<file path="config.mk">
export PLATFORM = sky130hd
export DESIGN_NAME = adder_tree_acc
export DESIGN_NICKNAME = d
export VERILOG_FILES = /design/src/rtl/vecmac_pkg.sv /design/src/rtl/adder_tree_level.sv /design/src/rtl/adder_tree_acc.sv
export SDC_FILE = /design/constraint.sdc
export NUM_CORES = 1
export LEC_CHECK = 0
export BUFFER_PORTS_ARGS = -buffer_cell sky130_fd_sc_hd__buf_4
export CORE_UTILIZATION = 33
export CTS_CLUSTER_DIAMETER = 30
export CTS_CLUSTER_SIZE = 10
export DETAILED_ROUTE_END_ITERATION = 10
export PLACE_DENSITY = 0.58
export SLEW_MARGIN = 20
export SYNTH_ARGS = -nofsm -noshare
export SYNTH_HDL_FRONTEND = slang
export SYNTH_SLANG_ARGS = --single-unit
</file>
<file path="constraint.sdc">
create_clock -name clk -period 5.51 [get_ports clk]
set_input_delay 0.8265 -clock clk [delete_from_list [all_inputs] [get_ports clk]]
set_output_delay 0.8265 -clock clk [all_outputs]
set_load 0.01 [all_outputs]
</file>
<file path="src/rtl/vecmac_pkg.sv">
// Shared constants and helpers for the int8 vector-MAC datapath: tree width
// and saturation limits as constant functions.
package vecmac_pkg;

    localparam int lane_cnt_max = 64;
    localparam int SAT_W_MAX    = 128;

    function automatic int tree_width(input int inw, input int lanes);
        return inw + $clog2(lanes);
    endfunction

    function automatic logic [SAT_W_MAX-1:0] sat_max(input int w, input bit is_signed);
        logic [SAT_W_MAX-1:0] v;
        v = '0;
        for (int i = 0; i < SAT_W_MAX; i++) begin
            if (i < w) v[i] = 1'b1;
        end
        if (is_signed) v[w-1] = 1'b0;
        return v;
    endfunction

    function automatic logic [SAT_W_MAX-1:0] sat_min(input int w, input bit is_signed);
        logic [SAT_W_MAX-1:0] v;
        v = '0;
        if (is_signed) v[w-1] = 1'b1;
        return v;
    endfunction

endpackage

</file>
<file path="src/rtl/adder_tree_level.sv">
// One registered pairwise-add level of the reduction tree; each output is one
// bit wider than its inputs so no carry is ever dropped.
module adder_tree_level #(
    parameter int N_IN   = 2,
    parameter int W      = 16,
    parameter int SIGNED = 1
) (
    input  logic                        clk,
    input  logic                        rst_n,
    input  logic                        i_en,
    input  logic [N_IN*W-1:0]           i_data,
    output logic [(N_IN/2)*(W+1)-1:0]   o_data
);

    localparam int N_OUT = N_IN / 2;

    logic [N_OUT*(W+1)-1:0] w_sum;
    logic [N_OUT*(W+1)-1:0] r_sum;

    function automatic logic [W:0] ext(input logic [W-1:0] v);
        return (SIGNED != 0) ? {v[W-1], v} : {1'b0, v};
    endfunction

    always_comb begin
        w_sum = '0;
        for (int j = 0; j < N_OUT; j++) begin
            w_sum[j*(W+1) +: (W+1)] = ext(i_data[(2*j)*W +: W]) + ext(i_data[(2*j+1)*W +: W]);
        end
    end

    always_ff @(posedge clk or negedge rst_n) begin
        if (!rst_n) begin
            r_sum <= '0;
        end else if (i_en) begin
            r_sum <= w_sum;
        end
    end

    assign o_data = r_sum;

endmodule

</file>
<file path="src/rtl/adder_tree_acc.sv">
// Pipelined LANES-wide adder tree feeding a beat accumulator; emits one dot
// product per vector with overflow flag and beat count, under a global stall.
module adder_tree_acc
    import vecmac_pkg::*;
#(
    parameter int LANES  = 4,
    parameter int INW    = 16,
    parameter int SIGNED = 1,
    parameter int SAT    = 0,
    parameter int ACCW   = INW + $clog2(LANES) + 8,
    parameter int CNTW   = 8
) (
    input  logic                  clk,
    input  logic                  rst_n,
    input  logic                  flush,
    input  logic                  in_valid,
    output logic                  in_ready,
    input  logic                  in_last,
    input  logic [LANES*INW-1:0]  prod_flat,
    output logic                  out_valid,
    input  logic                  out_ready,
    output logic [ACCW-1:0]       out_sum,
    output logic                  out_ovf,
    output logic [CNTW-1:0]       out_beats
);

    localparam int D  = $clog2(LANES);
    localparam int TS = (D == 0) ? 1 : D;
    localparam int TW = tree_width(INW, LANES);
    localparam logic [SAT_W_MAX-1:0] LP_MAX = sat_max(ACCW, SIGNED != 0);
    localparam logic [SAT_W_MAX-1:0] LP_MIN = sat_min(ACCW, SIGNED != 0);

    if (LANES < 1 || LANES > lane_cnt_max || (LANES & (LANES - 1)) != 0 || ACCW < TW) begin : g_bad_cfg
        $error("adder_tree_acc: LANES must be a power of 2 in 1..%0d and ACCW >= TW", lane_cnt_max);
    end

    logic            w_adv;
    logic [TW-1:0]   w_tree;
    logic [TS-1:0]   r_vld;
    logic [TS-1:0]   r_lst;
    logic            w_beat;
    logic            w_last;

    logic [ACCW-1:0] r_acc;
    logic [CNTW-1:0] r_cnt;
    logic            r_ovf;
    logic            r_acc_empty;
    logic            r_out_valid;
    logic [ACCW-1:0] r_out_sum;
    logic            r_out_ovf;
    logic [CNTW-1:0] r_out_beats;

    logic [ACCW-1:0] w_ext;
    logic [ACCW-1:0] w_base;
    logic [ACCW:0]   w_sum;
    logic            w_ovf;
    logic [ACCW-1:0] w_new;
    logic [CNTW-1:0] w_cnt_new;
    logic            w_ovf_new;

    // The whole datapath freezes while a finished result waits downstream.
    assign w_adv    = !(r_out_valid && !out_ready);
    assign in_ready = w_adv;

    if (D == 0) begin : g_pass
        logic [TW-1:0] r_pass;
        always_ff @(posedge clk or negedge rst_n) begin
            if (!rst_n) begin
                r_pass <= '0;
            end else if (w_adv) begin
                r_pass <= prod_flat;
            end
        end
        assign w_tree = r_pass;
    end else begin : g_tree
        for (genvar k = 0; k < D; k++) begin : g_lvl
            localparam int N_IN = LANES >> k;
            localparam int W    = INW + k;
            logic [N_IN*W-1:0]          w_in;
            logic [(N_IN/2)*(W+1)-1:0]  w_out;
            if (k == 0) begin : g_first
                assign w_in = prod_flat;
            end else begin : g_next
                assign w_in = g_lvl[k-1].w_out;
            end
            adder_tree_level #(.N_IN(N_IN), .W(W), .SIGNED(SIGNED)) u_lvl (
                .clk    (clk),
                .rst_n  (rst_n),
                .i_en   (w_adv),
                .i_data (w_in),
                .o_data (w_out)
            );
        end
        assign w_tree = g_lvl[D-1].w_out;
    end

    always_ff @(posedge clk or negedge rst_n) begin
        if (!rst_n) begin
            r_vld <= '0;
            r_lst <= '0;
        end else if (flush) begin
            r_vld <= '0;
            r_lst <= '0;
        end else if (w_adv) begin
            r_vld[0] <= in_valid;
            r_lst[0] <= in_last;
            for (int i = 1; i < TS; i++) begin
                r_vld[i] <= r_vld[i-1];
                r_lst[i] <= r_lst[i-1];
            end
        end
    end

    assign w_beat = r_vld[TS-1];
    assign w_last = r_lst[TS-1];
    assign w_base = r_acc_empty ? '0 : r_acc;

    // Overflow is judged one bit wider than the accumulator.
    if (SIGNED != 0) begin : g_signed
        assign w_ext = ACCW'($signed(w_tree));
        assign w_sum = (ACCW+1)'($signed(w_base)) + (ACCW+1)'($signed(w_ext));
        assign w_ovf = w_sum[ACCW] ^ w_sum[ACCW-1];
    end else begin : g_unsigned
        assign w_ext = ACCW'(w_tree);
        assign w_sum = {1'b0, w_base} + {1'b0, w_ext};
        assign w_ovf = w_sum[ACCW];
    end

    always_comb begin
        w_new = w_sum[ACCW-1:0];
        if (w_ovf && SAT != 0) begin
            if (SIGNED != 0 && w_sum[ACCW]) w_new = LP_MIN[ACCW-1:0];
            else                            w_new = LP_MAX[ACCW-1:0];
        end
    end

    assign w_cnt_new = r_acc_empty ? CNTW'(1) : ((&r_cnt) ? r_cnt : r_cnt + CNTW'(1));
    assign w_ovf_new = (!r_acc_empty && r_ovf) || w_ovf;

    always_ff @(posedge clk or negedge rst_n) begin
        if (!rst_n) begin
            r_acc       <= '0;
            r_cnt       <= '0;
            r_ovf       <= 1'b0;
            r_acc_empty <= 1'b1;
            r_out_valid <= 1'b0;
            r_out_sum   <= '0;
            r_out_ovf   <= 1'b0;
            r_out_beats <= '0;
        end else if (flush) begin
            r_acc       <= '0;
            r_cnt       <= '0;
            r_ovf       <= 1'b0;
            r_acc_empty <= 1'b1;
            r_out_valid <= 1'b0;
        end else if (w_adv) begin
            r_out_valid <= w_beat && w_last;
            if (w_beat) begin
                if (w_last) begin
                    r_out_sum   <= w_new;
                    r_out_ovf   <= w_ovf_new;
                    r_out_beats <= w_cnt_new;
                    r_acc_empty <= 1'b1;
                end else begin
                    r_acc       <= w_new;
                    r_cnt       <= w_cnt_new;
                    r_ovf       <= w_ovf_new;
                    r_acc_empty <= 1'b0;
                end
            end
        end
    end

    assign out_valid = r_out_valid;
    assign out_sum   = r_out_sum;
    assign out_ovf   = r_out_ovf;
    assign out_beats = r_out_beats;

endmodule
</file>
==> results of run 1 <==
cells in the mapped netlist, drive strengths merged, types with 2 or more instances:
| cell | instances | share of area, % |
|---|---|---|
| nor4b | 2 | 0.21 |
| nand4 | 3 | 0.22 |
| or2 | 3 | 0.22 |
| inv | 29 | 1.3 |
| o311ai | 2 | 0.41 |
| or3 | 8 | 0.59 |
| nor2b | 34 | 2.5 |
| nand2b | 11 | 0.81 |
| o31a | 5 | 0.52 |
| o41ai | 2 | 0.21 |
| o2111ai | 2 | 0.21 |
| nand3b | 2 | 0.18 |
| a21oi | 86 | 5.3 |
| o21ai | 62 | 3.6 |
| nand3 | 18 | 1.1 |
| o21a | 15 | 1.3 |
| a21boi | 3 | 0.26 |
| o21bai | 8 | 0.71 |
| ha | 76 | 11 |
| nand2 | 113 | 5.0 |
| a211oi | 11 | 0.97 |
| a2111oi | 3 | 0.53 |
| nor2 | 74 | 3.3 |
| and2 | 3 | 0.22 |
| o22ai | 3 | 0.22 |
| and4 | 2 | 0.21 |
| xor2 | 24 | 2.5 |
| nor3b | 4 | 0.35 |
| fa | 4 | 0.94 |
| clkbuf | 32 | 1.4 |
| buf | 6 | 0.38 |
| and3 | 13 | 0.96 |
| a21o | 26 | 2.3 |
| o31ai | 10 | 0.94 |
| mux2 | 10 | 1.3 |
| a22o | 26 | 2.7 |
| nor4 | 4 | 0.37 |
| nor3 | 21 | 1.3 |
| a31o | 2 | 0.21 |
| dfrtp | 127 | 37 |
| o211ai | 3 | 0.26 |
| a31oi | 11 | 0.81 |
| xnor2 | 28 | 2.9 |
cell type report:
type                    count  share of cell area, %
clock buffers              22                   4.70
flip-flops and latches    128                   31.1
inverters                  29                   1.06
multi-input cells         749                   49.1
repair buffers            114                   8.31
clock inverters            10                   1.75
well taps                 330                   4.01
flip-flops by register name (all words and copies together), names as in the netlist, 2 cells and up:
register                   cells
g_tree.g_lvl.u_lvl.o_data     52
r_vld                          2
r_lst                          2
r_acc                         26
r_cnt                          8
out_beats                      8
out_sum                       26
path summary, 6_finish.rpt:
| check | end | depth (start not counted) |
|---|---|---|
| max | out_sum[25] | 11 |
| min | out_beats[3] | 1 |
| max reg2reg | out_sum[25] | 11 |
| min reg2reg | g_tree.g_lvl[0].u_lvl.o_data[22] | 2 |
| max in group asynchronous | g_tree.g_lvl[0].u_lvl.o_data[11] | 2 |
| min in group clk | g_tree.g_lvl[0].u_lvl.o_data[22] | 2 |
logic make-up after synthesis:
group / synth area share [%]
mux: 1.44
xor+xnor: 5.36
buf+inv: 3.08
fa+ha+maj: 12.1
compound gates: 22.8
flops: 37.7
simple gates: 17.5
power by group through the flow:
stage / logic [mW] / clock network (mW) / registers, mW
final: 1.18 / 1.27 / 1.25
after global routing: 1.33 / 1.33 / 1.28
after CTS: 1.19 / 1.29 / 1.26
after detailed placement: 1.18 / 0 / 1.27
after global placement: 1.17 / 0 / 1.27
after floorplan: 0.855 / 0 / 1.25
cell usage in the layout (no fill, tap or decap), types with 15 or more instances in the layout:
cell,count
sky130_fd_sc_hd__a22o_1,26
sky130_fd_sc_hd__nor3_1,19
sky130_fd_sc_hd__clkbuf_16,17
sky130_fd_sc_hd__ha_1,76
sky130_fd_sc_hd__a21oi_1,83
sky130_fd_sc_hd__inv_1,28
sky130_fd_sc_hd__nor2_1,73
sky130_fd_sc_hd__o21a_1,15
sky130_fd_sc_hd__xor2_1,24
sky130_fd_sc_hd__xnor2_1,28
sky130_fd_sc_hd__nand2_1,113
sky130_fd_sc_hd__nor2b_1,33
sky130_fd_sc_hd__buf_4,114
sky130_fd_sc_hd__a21o_1,26
sky130_fd_sc_hd__dfrtp_1,127
sky130_fd_sc_hd__o21ai_0,54
sky130_fd_sc_hd__nand3_1,18
worst register-to-register path: cells and delay by family, from the launching register on:
kind,cells,cell delay (ps)
xor gates and xnor gates,1,120
and+or+nand+nor,1,250
DFF,1,1000
AOI/OAI and AO/OA,6,1410
adders and majority gates,1,290
buffers and inverters,1,60
muxes,1,270
per-stage QoR:
| stage | utilization, % | hold slack (ps) |
|---|---|---|
| 2_1_floorplan | - | 442 |
| 3_3_place_gp | 38.2 | 456 |
| 3_5_place_dp | 38.2 | 462 |
| 4_1_cts | 40.8 | 154 |
| 5_1_grt | 40.8 | 152 |
| 6_report | 40.8 | 172 |
metal layers:
metal	vias up	track usage (%)	part of all wire [%]
met5	-	0	0
met4	0	4.46	0.77
met3	15	3.62	4.4
met2	137	24.2	44
met1	3214	22.1	50
li1	3581	-	-
==> results.txt, run 1 <==
- Max stage delay on crit path: 1000 ps
- Power density normalized to cell area: 359 nW/um^2
* Share of power burned in the clock network: 34.2%
* Number of antenna violations at the first check in global routing: 0
* Starting Density: 33.7%
- During synthesis, Yosys emitted a total of 0 warnings.
- The worst setup path is launched from a flop.
* Critical Setup Path Class: reg -> reg
* All-layer global routing usage: 15.8%
- For this design the top-level I/O count stands at 107.
* Gate power share: 31.9%
- Congestion Overflow GR: 0
* Final nets: 1189
* Total Wirelength: 19600 um
- Total clock sinks: 128
* Number of vias per cell after detailed routing: 5.03
- Post-Place Worst Slack: 2000 ps
- Slowest cell on the critical path: sky130_fd_sc_hd__dfstp_2
- Of the total power, the share spent switching nets is 32.1%.
* Final total power: 3.70 mW
- Buffers inserted during clock tree synthesis total 17.
* Clock latency reported for the late side of the worst-skew pair: 420 ps
- The wire-length estimate of the detail-placed layout is 14300 um.
- Ratio of cells with drive above 1 in the final layout: 16.6%
- Summing the sequential cell areas from Yosys gives 37.7% of the chip area.
- Sequential cell area: 3200 um^2
- Sequential power share: 33.9%
- Switch Pwr: 1.19 mW
* Maximum number of pins on one net before global-route repair: 67
* Critical path buffer and inverter count: 1
* Register-to-Register Setup Slack: 1990 ps
- Once layout is done, the placed cells without fillers occupy 10300 um^2.
* Post-synthesis instance area: 8500 um^2
- Port buffering added 106 buffers.
* Net Count, Synth: 1094
* Maximum buffer depth of the clock tree: 2
- Cell class contributing the biggest share of worst-path delay: compound AO/OA/AOI/OAI gates
- Maximum frequency from static timing analysis: 284 MHz
- TritonCTS built the clock tree.
- Routed wire per std cell: 14.2 um
- The worst register-to-register path begins at r_acc_empty.
- For this design the static power due to leakage is 4.89 nW.
* Final TNS setup: 0 ps
- 0 antenna diodes ended up in the layout.
- Internal power comes to 2.51 mW.
- The synthesized design contains 128 register bits.
- Final Hold Violating Endpoints: 0
- Critical path endpoint category: flop
- After synthesis, the share of flip-flops with an asynchronous set or reset is 100%.
- Number of setup buffers added after CTS: 0
- The tool flagged a number of max-cap violations equal to 0.
- The run finished with clean final reports.
- The critical path goes through nand2b_1, inv_1, ha_1, a211oi_1, o21a_1, o2111ai_1, a21oi_4, a21oi_2, a221oi_4, xnor2_1, mux2_2.
- Crit. Startpoint: r_acc_empty
- Count of TritonRoute iterations in the first routing pass: 5
* Post-CTS clock slew at the launch and capture registers of the worst setup and hold paths: 60 ps
* VDD IR-drop max: 207 uV
- Area after DPL: 9640 um^2
- Cell Rows: 58
- The die is 163 um wide.
- Number of different library cells in the post-synthesis netlist: 68
- The worst hold path belongs to the class in -> async.
- Die area: 26400 um^2
- Min Clock Period, post-route: 3520 ps
- Measured against its own limit, the worst slew margin works out to 44.3%.
- Across the routed clock network, the largest skew measured is 10.2 ps.
* RD Place Congestion: 0.883
- The number of gates resized after CTS was 0.
- Summing all multi-input logic gate instances after layout gives 5060 um^2.
* Signal arrival time at the worst endpoint: 3830 ps
- Via count of the first global-routing pass: 6800
- Number of pins exceeding their max-slew limit in the final report: 0
- At the pin with the least slew margin, the transition time is 835 ps.
- Summing over every cut layer, the via total after detailed routing is 6947.
- RSZ-0062 raised after global routing: false
* Main flop type after synthesis: sky130_fd_sc_hd__dfrtp_1
- Cells after synthesis: 944
* Count of H-tree levels built during CTS: 4
- Layout-stage area growth over the synthesis result: 21.2%
- After detailed routing, the number of remaining DRC violations is 0.
- In this run, post-CTS hold repair placed 0 buffers.
- Final cell count without fillers: 1382
- Period Utilization, post-route: 63.9%
* Avg Cell Area, Syn: 9.01 um^2
- Final number of setup-violating endpoints: 0
* Filler instances: 2543
- In this run, placement finished with an instance count of 1350.
- Of all nets on the critical path, the largest fanout is 36.
* Global-route wire length before repair: 33600 um
* Min setup slack post-route: 1990 ps
- Number of enable-type register cells in the synthesized netlist: 0
- Clk Tree Root Cell: sky130_fd_sc_hd__clkbuf_16
* Data required time of the critical path: 5820 ps
* Residual antenna-violating net count after detailed routing: 0
- The floorplan step defined a core boundary enclosing 25300 um^2.
- The detailed router finished its first iteration with 316 violations.
- Vert. Die Dim: 163 um
Note: power is estimated with default switching activity, not from simulation.
==> run 2: changes to the inputs <==
--- a/config.mk
+++ b/config.mk
@@ -10,7 +10,7 @@
 export CTS_CLUSTER_DIAMETER = 30
 export CTS_CLUSTER_SIZE = 10
 export DETAILED_ROUTE_END_ITERATION = 10
-export PLACE_DENSITY = 0.58
+export PLACE_DENSITY = 0.6
 export SLEW_MARGIN = 20
 export SYNTH_ARGS = -nofsm -noshare
 export SYNTH_HDL_FRONTEND = slang
==> constraint.sdc (replaced) <==
create_clock -name clk -period 2.98 [get_ports clk]
set_input_delay 0.447 -clock clk [delete_from_list [all_inputs] [get_ports clk]]
set_output_delay 0.447 -clock clk [all_outputs]
set_load 0.01 [all_outputs]
==> run 2 against run 1 <==
First-iteration DRC count up 33%. Sequential power is 86% higher. Clock-buffer cell count shrank 1. Core utilization rose by 1.5 points. Routed wire length grew 2.9%. Flip-flop and latch count unchanged. Die area stayed put. Global-route usage rose by 0.18 points. Setup slack got worse by 2000 ps. Critical path type unchanged. Critical endpoint is now out_ovf.
==> results.txt, run 2 (synthesis results as in run 1) <==
* Hold buffer count at CTS: 0
- Summing over every cut layer, the via total after detailed routing is 7116.
- Routed wire per std cell: 14.3 um
- The first global-routing pass estimated 34300 um of wire.
- Period Utilization, post-route: 99.2%
- After routing the design area is 10700 um^2.
- Clk Tree Root Cell: sky130_fd_sc_hd__clkbuf_16
* Clock latency reported for the late side of the worst-skew pair: 420 ps
- Subtracting the final worst setup slack from the clock period gives 2960 ps.
- Once the floorplan was initialized, standard cells occupied 33.7% of the core.
* Critical R2R Launch: r_acc_empty
- For this run, the share of the core covered by cells in the final layout is 42.3%.
- In this run, the combinational gates consume 36.1% of the power.
- Net switching is 34.1% of the power.
- In this run the critical register-to-register path is captured at out_ovf.
- Area after DPL: 9840 um^2
- Across all hold checks on the routed design, the worst slack comes to 52.8 ps.
- Critical Setup Path Class: reg -> reg
- In this run, placement finished with an instance count of 1372.
* Met1 wire length: 10200 um
- Max Cap Viol: 0
- From synthesis to final layout, the design area changed by 25.6%.
* Data required time of the critical path: 3270 ps
- The worst setup path is captured at a flop.
* Number of flip-flops under the largest register name: 52
- All-layer global routing usage: 16.0%
- The tightest min-delay check is of the in -> async type.
- Run status: completed
- Signal arrival time at the worst endpoint: 3240 ps
* Most used cells in the layout excluding fill and tap cells: sky130_fd_sc_hd__buf_4, sky130_fd_sc_hd__dfrtp_1, sky130_fd_sc_hd__nand2_1, sky130_fd_sc_hd__a21oi_1, sky130_fd_sc_hd__nor2_1
* Post-Place Worst Slack: -30.2 ps
- The routed design uses 8930 um of met2 wire.
- Register-to-Register Setup Slack: 20 ps
- Total DRC errors in the routed layout: 0
- Final number of setup-violating endpoints: 0
- The core region is 25300 um^2.
* Via count of the first global-routing pass: 7086
- The number of pins exceeding their max-slew limit in the final report is 0.
- TritonCTS clock tree: done
- # IOs: 107
- Vert. Die Dim: 163 um
- The design draws 6.62 mW.
* Post-CTS clock slew at the launch and capture registers of the worst setup and hold paths: 60 ps
- The worst setup path is launched from a flop.
* Final cell count without fillers: 1418
- Min setup slack post-route: 23.1 ps
- Maximum number of pins on one net before global-route repair: 73
- Along the worst path, the maximum fanout reaches 6.
- Residual antenna-violating net count after detailed routing: 0
- Leaving out fill and tap cells, the most frequent cell in the layout is sky130_fd_sc_hd__buf_4.
- Total clock sinks: 128
- The floorplan step defined a die boundary enclosing 26400 um^2.
* Number of antenna violations at the first check in global routing: 0
- Number of DRC markers after the initial detailed-route iteration: 421
- Power density normalized to cell area: 620 nW/um^2
- Across the VDD grid, the largest voltage drop is 386 uV.
- Number of vias per cell after detailed routing: 5.02
- Max Used Layer: met4
- Transition at the pin with the smallest max-transition slack: 704 ps
- Static timing analysis puts the maximum clock frequency at 338 MHz.
- The routed design has 20200 um of wire.
- Share of power burned in the clock network: 28.8%
* RD Place Congestion: 0.857
- Count of TritonRoute iterations in the first routing pass: 5
- FF-to-FF path depth: 13
- Of the cells placed in the final design, the portion with a size suffix greater than 1 is 21.6%.
- Max-slew headroom at the worst pin: 53.1%
- Row generation in the floorplan step produced 58 rows.
- On the final layout, the worst clock skew is 12.7 ps.
* Switch Pwr: 2.26 mW
- Final nets: 1226
* Leakage power: 5.08 nW
- The internal power of the cells totals 4.36 mW.
* Final Hold Violating Endpoints: 0
* Count of port buffers added during placement: 106
- Detailed routing placed a total of 680 um of wire on met3.
* Congestion Overflow GR: 0
- Count of H-tree levels built during CTS: 4
* Maximum buffer depth of the clock tree: 2
- Diode count: 0
- After legalization and detailed placement, the total HPWL measured 14900 um.
* Sequential power share: 35.2%
- Adding up every negative setup slack in the final design gives 0 ps.
* Die extent in x: 163 um
- Setup repair after global routing could not meet its margin everywhere.
- Buffers inserted during clock tree synthesis total 17.
run 2: cell count changes in the layout (fill, tap and decap cells not counted), moves of 4 or more:
cell | before | now
sky130_fd_sc_hd__buf_4 | 114 | 143
sky130_fd_sc_hd__ha_1 | 76 | 70
sky130_fd_sc_hd__o21ai_0 | 54 | 48
sky130_fd_sc_hd__bufinv_16 | 5 | 1
sky130_fd_sc_hd__ha_2 | 0 | 4
sky130_fd_sc_hd__o21ai_1 | 8 | 12
run 2: metal layers:
layer / track usage (%) / up-vias
met3: 2.62 / 25
met5: 0 / -
met4: 4.16 / 0
met1: 22.4 / 3293
met2: 25.3 / 136
li1: - / 3662
run 2: cell type report:
type,instances,area (um^2)
sequential,128,3200
clock buffer,21,450
multi-input combinational,749,5210
tap,330,413
clock inverter,10,90.1
fill,2507,14600
timing repair buffer,151,1210
inverter,29,109
run 2: how the worst max path moves through the flow:
stage | startpoint | endpoint | slack, ps | depth (start not counted)
floorplan | r_acc_empty | out_sum[24] | -0.3 | 14
global placement | r_acc_empty | out_sum[25] | 70 | 11
detailed placement | r_acc_empty | out_sum[25] | -30 | 11
CTS | r_acc_empty | out_sum[24] | 5 | 12
global route | r_acc_empty | out_ovf | -90 | 13
finish | r_acc_empty | out_ovf | 20 | 13
run 2: power by group through the flow:
stage          logic, mW  registers (mW)  clock network, mW
2_1_floorplan       1.58            2.30                  0
3_3_place_gp        2.25            2.35                  0
3_5_place_dp        2.27            2.35                  0
4_1_cts             2.29            2.33               1.95
5_1_grt             2.69            2.38               2.02
6_report            2.39            2.33               1.90
run 2: what timing repair did:
item,in CTS,in global routing
setup buffers,0,14
cloned,0,1
pin swaps,1,26
endpoints found under the setup margin,4,22
resized for setup,2,42
run 2: worst max-delay path: stages (launching register included):
cell and delay [ps]:
sky130_fd_sc_hd__dfstp_2 570, sky130_fd_sc_hd__buf_6 120, sky130_fd_sc_hd__buf_12 110, sky130_fd_sc_hd__buf_8 100, sky130_fd_sc_hd__nor2b_2 40, sky130_fd_sc_hd__ha_1 350, sky130_fd_sc_hd__a21oi_2 240, sky130_fd_sc_hd__o2111ai_2 190
sky130_fd_sc_hd__a21oi_4 260, sky130_fd_sc_hd__a21oi_4 100, sky130_fd_sc_hd__a221oi_4 310, sky130_fd_sc_hd__buf_4 160, sky130_fd_sc_hd__xor2_2 160, sky130_fd_sc_hd__a31oi_1 100
